<file path="config.mk">
export PLATFORM = sky130hd
export DESIGN_NAME = einsum_mult_arbiter
export DESIGN_NICKNAME = d
export VERILOG_FILES = /design/src/rtl/einsum_mult_arbiter.sv
export SDC_FILE = /design/constraint.sdc
export NUM_CORES = 1
export LEC_CHECK = 0
export BUFFER_PORTS_ARGS = -buffer_cell sky130_fd_sc_hd__buf_2
export CAP_MARGIN = 20
export CORE_AREA = 4 4 158 160
export DETAILED_ROUTE_END_ITERATION = 8
export DIE_AREA = 0 0 162 164
export PLACE_DENSITY = 0.66
export REMOVE_ABC_BUFFERS = 1
export SYNTH_ARGS = -nofsm -noshare
export SYNTH_HDL_FRONTEND = slang
export SYNTH_HIERARCHICAL = 1
export SYNTH_SLANG_ARGS = --single-unit
export TNS_END_PERCENT = 5
</file>
<file path="constraint.sdc">
create_clock -name clk -period 3 [get_ports clk]
set_input_delay 0.15 -clock clk [delete_from_list [all_inputs] [get_ports clk]]
set_output_delay 0.15 -clock clk [all_outputs]
set_load 0.03 [all_outputs]
</file>
<file path="src/rtl/einsum_mult_arbiter.sv">
// Purpose: round-robin sharing of one einsum_mult between NUM_REQ requesters, results tagged by requester ID.
// Latency: a request granted in cycle t shows rsp_valid at t+2 at the earliest (1 mux cycle, 1 multiplier stage, FIFO write).
// Backpressure: issue is allowed only while FIFO entries plus the in-flight op are below FIFO_DEPTH; rsp_ready=0 stalls after FIFO_DEPTH ops.

// Small synchronous FIFO with registered occupancy count; output reads as zero when empty.
module einsum_rsp_fifo #(
  parameter int WIDTH = 34,
  parameter int DEPTH = 4
) (
  input  logic                     clk,
  input  logic                     rst,
  input  logic                     push,
  input  logic                     pop,
  input  logic [WIDTH-1:0]         wdata,
  output logic [WIDTH-1:0]         rdata,
  output logic [$clog2(DEPTH):0]   count,
  output logic                     empty
);

  localparam int AW = $clog2(DEPTH);

  logic [WIDTH-1:0] mem [DEPTH];
  logic [AW-1:0]    wr_ptr;
  logic [AW-1:0]    rd_ptr;

  // Pointer and occupancy bookkeeping; DEPTH is a power of two so the pointers wrap naturally.
  always_ff @(posedge clk or posedge rst) begin
    if (rst) begin
      wr_ptr <= '0;
      rd_ptr <= '0;
      count  <= '0;
    end else begin
      if (push) wr_ptr <= wr_ptr + AW'(1);
      if (pop)  rd_ptr <= rd_ptr + AW'(1);
      count <= count + {AW'(0), push} - {AW'(0), pop};
    end
  end

  // Storage array; contents are meaningless until written, so no reset is needed.
  always_ff @(posedge clk) begin
    if (push) mem[wr_ptr] <= wdata;
  end

  // Head entry presented combinationally, forced to zero while empty.
  always_comb begin
    empty = (count == '0);
    rdata = empty ? '0 : mem[rd_ptr];
  end

endmodule

// Top level: arbitration, multiplier drive, in-flight tracking and response buffering.
module einsum_mult_arbiter #(
  parameter int NUM_REQ    = 4,
  parameter int WORD_WIDTH = 32,
  parameter int ID_WIDTH   = 2,
  parameter int FIFO_DEPTH = 4
) (
  input  logic                          clk,
  input  logic                          rst,
  input  logic [NUM_REQ-1:0]            req_valid,
  output logic [NUM_REQ-1:0]            req_ready,
  input  logic [NUM_REQ*WORD_WIDTH-1:0] req_a,
  input  logic [NUM_REQ*WORD_WIDTH-1:0] req_b,
  input  logic [NUM_REQ*2-1:0]          req_mode,
  input  logic [NUM_REQ-1:0]            req_bypass,
  output logic                          mult_enable,
  output logic                          mult_bypass,
  output logic [WORD_WIDTH-1:0]         mult_operand_a,
  output logic [WORD_WIDTH-1:0]         mult_operand_b,
  output logic [1:0]                    mult_pe_mode,
  input  logic [WORD_WIDTH-1:0]         mult_product,
  output logic                          rsp_valid,
  input  logic                          rsp_ready,
  output logic [WORD_WIDTH-1:0]         rsp_data,
  output logic [ID_WIDTH-1:0]           rsp_id,
  output logic                          busy
);

  localparam int AW = $clog2(FIFO_DEPTH);
  localparam int PW = ID_WIDTH + WORD_WIDTH;

  logic [ID_WIDTH-1:0] rr_ptr;
  logic                inflight;
  logic [ID_WIDTH-1:0] inflight_id;

  logic [AW:0]         fifo_count;
  logic                fifo_empty;
  logic [PW-1:0]       fifo_rdata;
  logic                fifo_pop;

  logic [AW+1:0]       occupancy;
  logic                credit_ok;
  logic                found;
  logic [ID_WIDTH-1:0] win_idx;
  int                  pos;
  logic                grant;

  // Credit: a slot must be reserved for the op already in the multiplier; a same-cycle pop does not count.
  always_comb begin
    occupancy = {1'b0, fifo_count} + {{(AW+1){1'b0}}, inflight};
    credit_ok = (occupancy < (AW+2)'(FIFO_DEPTH));
  end

  // Round-robin search starting at rr_ptr, wrapping at NUM_REQ (which need not be a power of two).
  always_comb begin
    found   = 1'b0;
    win_idx = '0;
    pos     = 0;
    for (int k = 0; k < NUM_REQ; k++) begin
      pos = int'(rr_ptr) + k;
      if (pos >= NUM_REQ) pos = pos - NUM_REQ;
      if (!found && req_valid[pos]) begin
        found   = 1'b1;
        win_idx = ID_WIDTH'(pos);
      end
    end
  end

  assign grant = found & credit_ok & ~rst;

  // Drive the winner's payload onto the multiplier; everything reads zero when nothing issues.
  always_comb begin
    req_ready      = '0;
    mult_enable    = 1'b0;
    mult_bypass    = 1'b0;
    mult_operand_a = '0;
    mult_operand_b = '0;
    mult_pe_mode   = '0;
    if (grant) begin
      req_ready      = NUM_REQ'(1) << win_idx;
      mult_enable    = 1'b1;
      mult_bypass    = req_bypass[win_idx];
      mult_operand_a = req_a[int'(win_idx)*WORD_WIDTH +: WORD_WIDTH];
      mult_operand_b = req_b[int'(win_idx)*WORD_WIDTH +: WORD_WIDTH];
      mult_pe_mode   = req_mode[int'(win_idx)*2 +: 2];
    end
  end

  // Pointer advance past the winner and one-stage tracking of the multiplier result.
  always_ff @(posedge clk or posedge rst) begin
    if (rst) begin
      rr_ptr      <= '0;
      inflight    <= 1'b0;
      inflight_id <= '0;
    end else begin
      inflight <= grant;
      if (grant) begin
        inflight_id <= win_idx;
        rr_ptr      <= (win_idx == ID_WIDTH'(NUM_REQ-1)) ? '0 : win_idx + ID_WIDTH'(1);
      end
    end
  end

  assign fifo_pop = rsp_valid & rsp_ready;

  einsum_rsp_fifo #(
    .WIDTH (PW),
    .DEPTH (FIFO_DEPTH)
  ) u_rsp_fifo (
    .clk   (clk),
    .rst   (rst),
    .push  (inflight),
    .pop   (fifo_pop),
    .wdata ({inflight_id, mult_product}),
    .rdata (fifo_rdata),
    .count (fifo_count),
    .empty (fifo_empty)
  );

  // Response side and status, all held low while reset is asserted.
  always_comb begin
    rsp_valid = ~rst & ~fifo_empty;
    busy      = ~rst & (inflight | ~fifo_empty);
    rsp_id    = fifo_rdata[PW-1 -: ID_WIDTH];
    rsp_data  = fifo_rdata[WORD_WIDTH-1:0];
  end

endmodule
</file>
# Word level (Yosys, flattened, before mapping)
# Memories as Yosys holds them, arrays and structs flattened.
# Cells that the tools add are included.
[word_totals]
register_bits = 12
ramBits = 136
input_bits = 307
output_inout_bits = 108
elab_cells = 86
mem_count = 1
[classes]
addsub = 13
order_cmp = 10
n_eq_ne = 1
n_shift = 4
muxes = 36
n_bitwise = 8
n_reduce_logical = 7
[memory_table]
columns = ["name", "words", "width", "read_ports", "rd_clocked_by_memory_dff", "write_ports", "line_no", "rtl"]
rows = [
  ["u_rsp_fifo.mem", 4, 34, 1, 0, 1, "22", "logic [WIDTH-1:0] mem [DEPTH];"],
]
[op_table]
columns = ["cell", "count"]
rows = [
  ["$shiftx 128x8->32", 2],
  ["$mux 32", 6],
  ["$lt 32x4->1 const B", 4],
  ["$mux 34", 1],
  ["$mux 1", 17],
  ["$mux 2", 6],
  ["$sub 3x3->4 const B", 3],
  ["$bmux 1 s2", 5],
  ["$ge 3x3->1 const B", 3],
  ["$shiftx 8x4->2", 1],
  ["$add 2x1->2 const B", 3],
  ["$add 2x2->3 const B", 2],
  ["$and 1x1->1", 5],
  ["$add 3x1->4", 1],
  ["$lt 4x3->1 const B", 1],
  ["$mux 4", 1],
  ["$shl 1x2->4 const A", 1],
  ["$sub 2x3->4 const B", 1],
  ["$add 2x1->3 const B", 1],
  ["$add 3x1->3", 1],
  ["$ge 2x3->1 const B", 1],
  ["$logic_and 1x1->1", 3],
  ["$logic_not 1->1", 3],
  ["$logic_not 3->1", 1],
  ["other kinds (5)", 6],
]

# Logic depth before layout (Yosys ltp)
# Gate-level depths: netlist (run 1).
[logic_depth]
depth_word = 18
mapped_depth = 12
mapped_depth_nobuf = 10

# Modules after synthesis
# The synthesis (run 1) kept the hierarchy.
[modules_own_cells]
columns = ["mod", "n_inst", "cells_per_inst", "area_each_um2", "seq_area_each_um2"]
rows = [
  ["einsum_rsp_fifo", 1, 251, 5579.1, 4259.1],
  ["einsum_mult_arbiter", 1, 273, 2344.7, 125.1],
]

# Least setup slack after synthesis (run 1)
# No wires, ideal clock.
[synth_timing]
path_kind = "flip-flop to flip-flop"
startpoint = "register u_rsp_fifo.count[2]"
endpoint = "register u_rsp_fifo.count[2]"
setup_time_ns = 0.123
arrival_time_ns = 2.598
t_required_ns = 2.877
path_slack_ns = 0.279
path_stages_with_launch = 13
path_buffers = 2
period_less_slack_ns = 2.721
path_cell_list = "dfrtp_1 -> or3_1 -> clkbuf_1 -> clkbuf_1 -> inv_1 -> nor2_1 -> and2_1 -> ha_1 -> inv_1 -> ha_1 -> fa_1 -> xnor2_1 -> xnor2_1"
[synth_via]
elab_chain_cells = 5
word_cells_on_any_way = 6
classes_between = "add/sub: 2; bitwise: 3; reduce/logical: 1"
[synth_rtl]
columns = ["item", "line_no", "rtl"]
rows = [
  ["from (decl)", "16", "output logic [$clog2(DEPTH):0] count,"],
  ["from (signal assigned)", "35", "count <= count + {AW'(0), push} - {AW'(0), pop};"],
  ["$logic_not 3->1", "46", "empty = (count == '0);"],
  ["via fifo_empty", "88", "logic fifo_empty;"],
  ["$not 1->1", "173", "rsp_valid = ~rst & ~fifo_empty;"],
  ["$and 1x1->1", "173", ""],
  ["via rsp_valid", "73", "output logic rsp_valid,"],
  ["$and 1x1->1", "155", "assign fifo_pop = rsp_valid & rsp_ready;"],
  ["via fifo_pop", "90", "logic fifo_pop;"],
  ["$sub 3x1->3", "35", ""],
]
# The timed path passes the listed nets, and every way through them passes these cells.
# A chain may end at the register's enable or synchronous reset.

# Worst setup path in the final report (run 1)
[layout_timing]
startpoint = "register rr_ptr[1]"
endpoint = "output mult_operand_b[24]"
[layout_via]
word_cells_on_any_way = 45
classes_between = "add/sub: 7; order compare: 4; shift: 1; mux: 25; bitwise: 2; reduce/logical: 6"
[layout_lines]
columns = ["item", "line_no", "rtl"]
rows = [
  ["from (decl)", "83", "logic [ID_WIDTH-1:0] rr_ptr;"],
  ["from (signal assigned)", "150", "rr_ptr <= (win_idx == ID_WIDTH'(NUM_REQ-1)) ? '0 : win_idx + ID_WIDTH'(1);"],
  ["branches (longest 14 deep; another with $sub 3x3->4)", "n/a", ""],
  ["$mux 2 *", "113", "if (!found && req_valid[pos]) begin"],
  ["via win_idx[0]", "95", "logic [ID_WIDTH-1:0] win_idx;"],
  ["$shiftx 128x8->32 *", "135", "mult_operand_b = req_b[int'(win_idx)*WORD_WIDTH +: WORD_WIDTH];"],
  ["$mux 32 *", "130", "if (grant) begin"],
  ["to (decl)", "70", "output logic [WORD_WIDTH-1:0] mult_operand_b,"],
]
# Mark *: on every way through the listed nets, which the timed path passes. The select of a mux whose other input is x is not followed.

==> results of run 1 <==
[where the power goes]
group | total [mW] | switching, mW | internal, mW
Clock | 2.13 | 0.761 | 1.37
Sequential | 2.81 | 0.191 | 2.62
Combinational | 5.18 | 3.16 | 2.02
Total | 10.1 | 4.11 | 6.02
[layer usage]
| metal | vias up | GRT usage | share of wire |
|---|---|---|---|
| met3 | 43 | 0.07077 | 0.091 |
| met1 | 3223 | 0.3037 | 0.41 |
| met2 | 328 | 0.3537 | 0.48 |
| li1 | 3032 | - | - |
| met4 | 2 | 0.07151 | 0.025 |
| met5 | - | 0 | 0.00025 |
[sequential cells by signal, indices dropped and copies added (netlist names)]
signal             flops
u_rsp_fifo/wr_ptr      2
inflight_id            2
inflight               1
u_rsp_fifo/count       3
u_rsp_fifo/rd_ptr      2
rr_ptr                 2
u_rsp_fifo/mem       136
[worst max path at each step]
stage / start / to / slack [ps] / depth (start not counted)
6_report: rr_ptr[1]$_DFFE_PP0P_ / mult_operand_b[24] / 180 / 8
5_1_grt: rr_ptr[1]$_DFFE_PP0P_ / mult_operand_b[3] / 30 / 8
2_1_floorplan: rr_ptr[1]$_DFFE_PP0P_ / mult_operand_a[18] / -740 / 6
4_1_cts: rr_ptr[1]$_DFFE_PP0P_ / mult_operand_a[14] / 60 / 8
3_3_place_gp: rr_ptr[1]$_DFFE_PP0P_ / mult_operand_a[14] / 500 / 8
3_5_place_dp: rr_ptr[1]$_DFFE_PP0P_ / mult_operand_a[14] / 510 / 8
[repair_timing]
item,CTS,global route
hold buffers,33,0
endpoints found under the setup margin,0,10
hold endpoints to repair,140,0
gates resized for setup,0,4
[logic make-up after synthesis]
logic type | Yosys count
compound gates | 78
xor+xnor | 5
fa+ha+maj | 11
buf+inv | 52
flops | 148
mux | 170
simple gates | 60
[worst max-delay path, cell delays in order (launching register included)]
cell and delay [ps]:
dfrtp_1 440, nand2b_1 170, a21oi_1 240, nor3_4 100, inv_6 290, buf_4 380, mux2i_1 310, o22ai_1 120
buf_2 190
[area by class of cell]
class	instances	area (um^2)	share of cell area
diodes	11	27.53	0.002412
repair buffers	486	2724	0.2387
well taps	319	399.1	0.03498
multi-input cells	324	3213	0.2816
flip-flops and latches	148	4385	0.3843
inverters	13	53.80	0.004715
clock buffers	23	478.0	0.04189
clock inverters	9	130.1	0.01140
[layout by cell type (no fill, tap or decap), types with 4 or more instances in the layout]
master and instances:
mux4_1 6, o22ai_1 66, inv_1 11, a21oi_1 4, and2_2 4, dfrtp_1 11
dlygate4sd3_1 33, diode_2 11, clkbuf_16 17, mux4_2 28, nor2_1 4, mux2i_1 135
ha_1 10, buf_4 36, edfxtp_1 136, nand2_1 6, buf_2 414, and2_1 39
==> results.md, run 1 <==
- FILL cells: 2181
- CTS tree: done
- Max_slew headroom: 0.5682
- IO buf count: 414
- P&R area growth vs syn: 44.01%
- Final Hold Fails: 0
- Vert. Die Dim: 164 um
- Clock latency on the worst-skew pair: 410 ps
- Total GRT Usage: 0.2265
- Initial DRC Count: 441
- Critical path capture point type: primary output
- CP arrival: 2670 ps
- Post-Synthesis Cells: 524
- Synth cell count leaders: 136 x edfxtp_1, 135 x mux2i_1, 67 x o22ai_1, 43 x and2_1, 28 x mux4_2
- Count leader, synth: edfxtp_1
- Area of the core: 23400 um^2
- Sink Count: 148
- Die width: 162 um
- Pin count of the biggest net entering global routing: 43
- RR Endpoint: u_rsp_fifo/count[2]$_DFF_PP0_
- Via count: 6628
- Final Power: 10.13 mW
- WHS: 84.55 ps
- GP Congestion: 0.9773
- Multiplexer share of the synthesized area: 0.2714
- WL per Instance: 23.75 um
- Synth Area in Adders: 0.01832
- GRT overflow: 0
- Place WS: 511.7 ps
- Die ar.: 26570 um^2
- Yosys warns: 6
- #FFs+latches synth: 148
- Dpl cell area: 10430 um^2
- Outcome: complete, no violations
- First-pass GRT wire length: 43740 um
- Simple-gate portion of the synthesized area: 0.04484
- Worst EP required: 2850 ps
- Crit path kind: flip-flop to primary output
- Reg2reg setup slack: 620 ps
- HP Start: rsp_ready
- Clock Pin Slew Worst Setup and Hold Paths: 60 ps
- Avg Cell Area, Syn: 15.12 um^2
- Final Setup Violations: 0
- DRT antenna net count: 0
- Top cell type's share of synthesized area: 0.5154
- Postcts setup bufs: 0
- Final Skew: 7.419 ps
- Synth area leader: edfxtp_1
- Nets@finish: 1308
- CTS max path bufs: 2
- Hold worst-path end: u_rsp_fifo/rd_ptr[0]$_DFFE_PP0P_
- Post-synthesis sequential area ratio: 0.5533
- Final Cycle Share: 0.9391
- Hold WC Path Type: input port to flip-flop
- Post-Syn Area: 7924 um^2
- Post-synthesis compound-gate area fraction: 0.06206
- Synth top area cells: edfxtp_1 52%, mux2i_1 17%, mux4_2 8.0%, o22ai_1 5.3%, dfrtp_1 3.8%
- Maxcap violations: 0
- Vias per cell: 4.972
- Drt first pass iters: 5
- Leak: 5.230 nW
- Post-route minimum period: 2817 ps
- Startpoint types: flip-flop
- # H-tree levels: 4
- Max FO, Critical Path: 27
- IO Pins: 415
- Reg2reg path depth: 10
- Layout Cells excl Fill: 1333
- Root Driver: clkbuf_16
- Final Worst Setup Slack: 182.6 ps
- EDFF count, synth: 136
- DRT Wirelength: 31660 um
- Layout cell share with drive strength beyond 1: 0.5224
- RSZ-0062 raised after global routing: false
- Initial antenna violation count: 14
- Pins Over Slew Limit: 0
- Initial Util: 0.3386
- Worst IR Drop VDD: 0.4708 mV
- Top_reg_cell synth: edfxtp_1
- Cells after DPL: 1257
- Vias in the first global route: 6659
- DRC violations left: 0
- Post-DP HPWL: 26030 um
- Total CTS buffers: 17
- Async SR Flop Fraction: 0.08108
- Largest family of logic cells by synthesized area: multiplexers
- Row cnt: 56
- Setup TNS: 0 ps
- Worst Tran Pin Value: 647.6 ps
- Xor/xnor share of the synthesized area: 0.005527
- RR Startpoint: u_rsp_fifo/count[1]$_DFF_PP0_
- Design area: 11410 um^2
- Fmax: 0.3549 GHz
- Power per cell area: 887.6 nW/um^2
- Netlist cell types: 32
- Final core utilization: 0.4876
- Hold Path Stages: 3
Power figures use the tool's default switching activity.
==> run 2: changes to the inputs <==
--- a/config.mk
+++ b/config.mk
@@ -6,4 +6,5 @@
 export NUM_CORES = 1
 export LEC_CHECK = 0
+export ABC_AREA = 1
 export BUFFER_PORTS_ARGS = -buffer_cell sky130_fd_sc_hd__buf_2
 export CAP_MARGIN = 20
@@ -11,5 +12,5 @@
 export DETAILED_ROUTE_END_ITERATION = 8
 export DIE_AREA = 0 0 162 164
-export PLACE_DENSITY = 0.66
+export PLACE_DENSITY = 0.73
 export REMOVE_ABC_BUFFERS = 1
 export SYNTH_ARGS = -nofsm -noshare
==> constraint.sdc (replaced) <==
create_clock -name clk -period 3 [get_ports clk]
set_input_delay 0.15 -clock clk [delete_from_list [all_inputs] [get_ports clk]]
set_output_delay 0.15 -clock clk [all_outputs]
set_load 0.02 [all_outputs]
==> run 2 against run 1 <==
  * Sequential power rose by 1%
  * Power rose by 66%
  * Maximum frequency fell by 1.1%
  * Critical path depth rose by 8
  * Worst setup slack got worse by 31 ps
  * Highest routed layer unchanged
==> results.md, run 2 <==
- Outcome: complete, no violations
- # H-tree levels: 4 (unchanged)
- GP Congestion: 1.025 (+4.9%)
- Synth cell count leaders: 681 x nand2_1, 187 x inv_1, 146 x nand3_1, 136 x edfxtp_1, 41 x a21oi_1
- Clock share of power: 0.130 (-0.081)
- CTS tree: done
- Initial Util: 0.4073 (+0.06876)
- P_sw: 9.031 mW (+120%)
- Row cnt: 56 (unchanged)
- Top cell type's share of synthesized area: 0.4284 (-0.08699)
- Layout cell share with drive strength beyond 1: 0.2927 (-0.2298)
- Crit path kind: flip-flop to primary output
- Critical path capture point type: primary output
- Biggest regs: u_rsp_fifo/mem x136, u_rsp_fifo/count x3
- CP cell instances: buf_6 -> nand2_1 -> nand2_1 -> nand2_1 -> nand2_1 -> nand2_1 -> nand2_1 -> nand2_1 -> nand3_4 -> inv_8 -> buf_16 -> nand2_1 -> nand2_1 -> nand2_1 -> nand2_1 -> buf_2
- Die ar.: 26570 um^2 (unchanged)
- Post-DP HPWL: 29660 um (+14%)
- Top_reg_cell synth: edfxtp_1
- DRT antenna net count: 0 (unchanged)
- Root Driver: clkbuf_16
- WHS: 208.5 ps (+124.0 ps)
- Via count: 10280 (+55%)
- Seq pwr share: 0.170 (-0.107)
- M1 GR Usage: 0.3466 (+0.04292)
- Pins Over Slew Limit: 0 (unchanged)
- Worst Tran Pin Value: 784.9 ps (+137.2 ps)
- Maxcap violations: 0 (unchanged)
- IO buf count: 414 (unchanged)
- Leak: 7.283 nW (+39%)
- Final Worst Setup Slack: 151.6 ps (-30.98 ps)
- CP max-delay cell: dfrtp_2
- Netlist cell types: 27 (-16%)
- Vias per cell: 4.865 (-2.2%)
- Top reg by flops: u_rsp_fifo/mem
- Avg Cell Area, Syn: 7.098 um^2 (-53%)
- Final Cycle Share: 0.9495 (+0.01032)
- Commonest non-fill, non-tap cell in the layout: nand2_1
- Global routing usage on met2: 0.4136 (+0.05993)
- Comb power frac: 0.700 (+0.188)
- Startpoint types: flip-flop
- GRT overflow: 0 (unchanged)
- Final Power: 16.80 mW (+66%)
- Pin count of the biggest net entering global routing: 71 (+65%)
- Drt first pass iters: 5 (unchanged)
- Cells after DPL: 2031 (+62%)
- Yosys warns: 6 (unchanged)
- Post-synthesis sequential area ratio: 0.4599 (-0.09339)
- DRC violations left: 0 (unchanged)
- Vias in the first global route: 9457 (+42%)
- #FFs+latches synth: 148 (unchanged)
- Post-Syn Area: 9533 um^2 (+20%)
- Int Power: 7.773 mW (+29%)
- P&R area growth vs syn: 37.49%
- Total CTS buffers: 17 (unchanged)
- M3 GR Usage: 0.1242 (+0.05345)
- Nets@finish: 2092 (+60%)
- Max_slew headroom: 0.4768 (-0.09148)
- Vert. Die Dim: 164 um (unchanged)
- EDFF count, synth: 136 (unchanged)
- WL per Instance: 18.47 um (-22%)
- Total GRT Usage: 0.2723 (+0.04577)
- Area of the core: 23400 um^2 (unchanged)
- Layout Cells excl Fill: 2114 (+59%)
- Crit path max-delay family: simple AND/OR/NAND/NOR gates
- Hold WC Path Type: input port to flip-flop
- Initial antenna violation count: 23 (+9)
- Fmax: 0.3511 GHz (-1.1%)
- Crit path buf inv count: 4 (+1)
- CP arrival: 2700 ps (+30 ps)
- Clock latency on the worst-skew pair: 410 ps (about the same)
- Critical Path Max Stage Delay: 470 ps (+30 ps)
- IO Pins: 415 (unchanged)
- Die width: 162 um (unchanged)
- Max FO, Critical Path: 26 (-3.7%)
- Max reg flops: 136 (unchanged)
- CP most frequent cell: nand2_1
- RSZ-0062 raised after global routing: true
- Post-route minimum period: 2848 ps (+30.97 ps)
- Final Hold Fails: 0 (unchanged)
- Synth top area cells: edfxtp_1 43%, nand2_1 27%, nand3_1 7.7%, inv_1 7.4%, dfrtp_1 3.2%
- Power per cell area: 1282 nW/um^2 (+44%)
- DRT Wirelength: 39040 um (+23%)
- Final Setup Violations: 0 (unchanged)
- Post-Synthesis Cells: 1343 (+160%)
- Worst IR Drop VDD: 1.115 mV (+140%)
- Place WS: 283.5 ps (-228.3 ps)
- Final Skew: 11.92 ps (+4.502 ps)
- Gr busiest metal: met2
- Clock Pin Slew Worst Setup and Hold Paths: 70 ps (about the same)
- First-pass GRT wire length: 54200 um (+24%)
- Count leader, synth: nand2_1
- Sink Count: 148 (unchanged)
- Synth area leader: edfxtp_1
- CTS max path bufs: 2 (unchanged)
- Async SR Flop Fraction: 0.08108 (unchanged)
- Switching share of power: 0.5374 (+0.1313)
- Commonest cells after routing, fill and taps aside: 664 x nand2_1, 410 x buf_2, 187 x inv_1
- Worst EP required: 2850 ps (about the same)
- Initial DRC Count: 883 (+100%)
## run 2: cell types whose count changed in the layout (fill, tap and decap cells not counted), sizes merged, moves of 3 or more
cell,delta
nand2,+676
inv,+187
nand3,+148
mux2i,-135
o22ai,-68
and2,-43
a21oi,+37
mux4,-34
nand4,+13
o21ai,+7
clkbuf,-3
diode,-3
nor2,+3
## run 2: final timing paths
| check | startpoint | end | slack (ps) | cells after the start |
|---|---|---|---|---|
| min in group asynchronous | rst | rr_ptr[1]$_DFFE_PP0P_ | 240 | 3 |
| hold reg to reg | u_rsp_fifo/wr_ptr[0]$_DFFE_PP0P_ | u_rsp_fifo/wr_ptr[0]$_DFFE_PP0P_ | 540 | 1 |
| max in group asynchronous | rst | u_rsp_fifo/rd_ptr[0]$_DFFE_PP0P_ | 2490 | 3 |
| setup / recovery | rr_ptr[0]$_DFFE_PP0P_ | mult_operand_b[28] | 150 | 16 |
| hold / removal | rsp_ready | u_rsp_fifo/rd_ptr[0]$_DFFE_PP0P_ | 210 | 3 |
| setup reg to reg | u_rsp_fifo/count[1]$_DFF_PP0_ | u_rsp_fifo/count[2]$_DFF_PP0_ | 790 | 10 |
## run 2: worst min-delay path, cell delays in order
cell	delay, ps
buf_2	110
nor3b_1	170
xor2_1	150
## run 2: logic make-up after synthesis
family          Yosys count  synth area share
buf+inv                 273            0.1285
flops                   148            0.4599
fa+ha+maj                11           0.01523
xor+xnor                  4          0.003676
compound gates           52           0.02782
simple gates            855            0.3649
## run 2: layout make-up
type	instances	area [um^2]
timing repair buffer	490	2935
multi-input combinational	922	3991
clock inverter	14	195.2
tap	319	399.1
clock buffer	18	429.2
sequential	148	4387
antenna	8	20.02
fill	2224	10300
inverter	195	749.5
## run 2: power by group through the flow
stage | logic (mW) | registers [mW] | clock network (mW)
2_1_floorplan | 5.79 | 2.99 | 0
3_3_place_gp | 10.8 | 2.88 | 0
6_report | 11.8 | 2.85 | 2.19
3_5_place_dp | 10.8 | 2.90 | 0
5_1_grt | 12.8 | 2.89 | 2.31
4_1_cts | 11.0 | 2.86 | 2.22
## run 2: what timing repair did
item / 4_1_cts / 5_1_grt
resized for setup: 5 / 45
setup endpoints to repair: 62 / 70
setup buffers: 2 / 6
hold endpoints to repair: 140 / 0
pin swaps: 1 / 3
cloned: 0 / 2
hold buffers: 33 / 0
## run 2: metrics by stage
stage	TNS [ps]	utilization	cell area [um^2]
finish	0	0.5600	13110
global route	-42.99	0.5593	13090
CTS	0	0.5493	12860
detailed placement	0	0.5073	11870
global placement	0	0.5073	11870
floorplan	-130540	-	9040
## run 2: routing by layer
metal,share of wire,vias to the layer above
li1,-,5029
met1,0.38,4583
met2,0.45,562
met3,0.14,84
met4,0.032,26
met5,0.0037,-
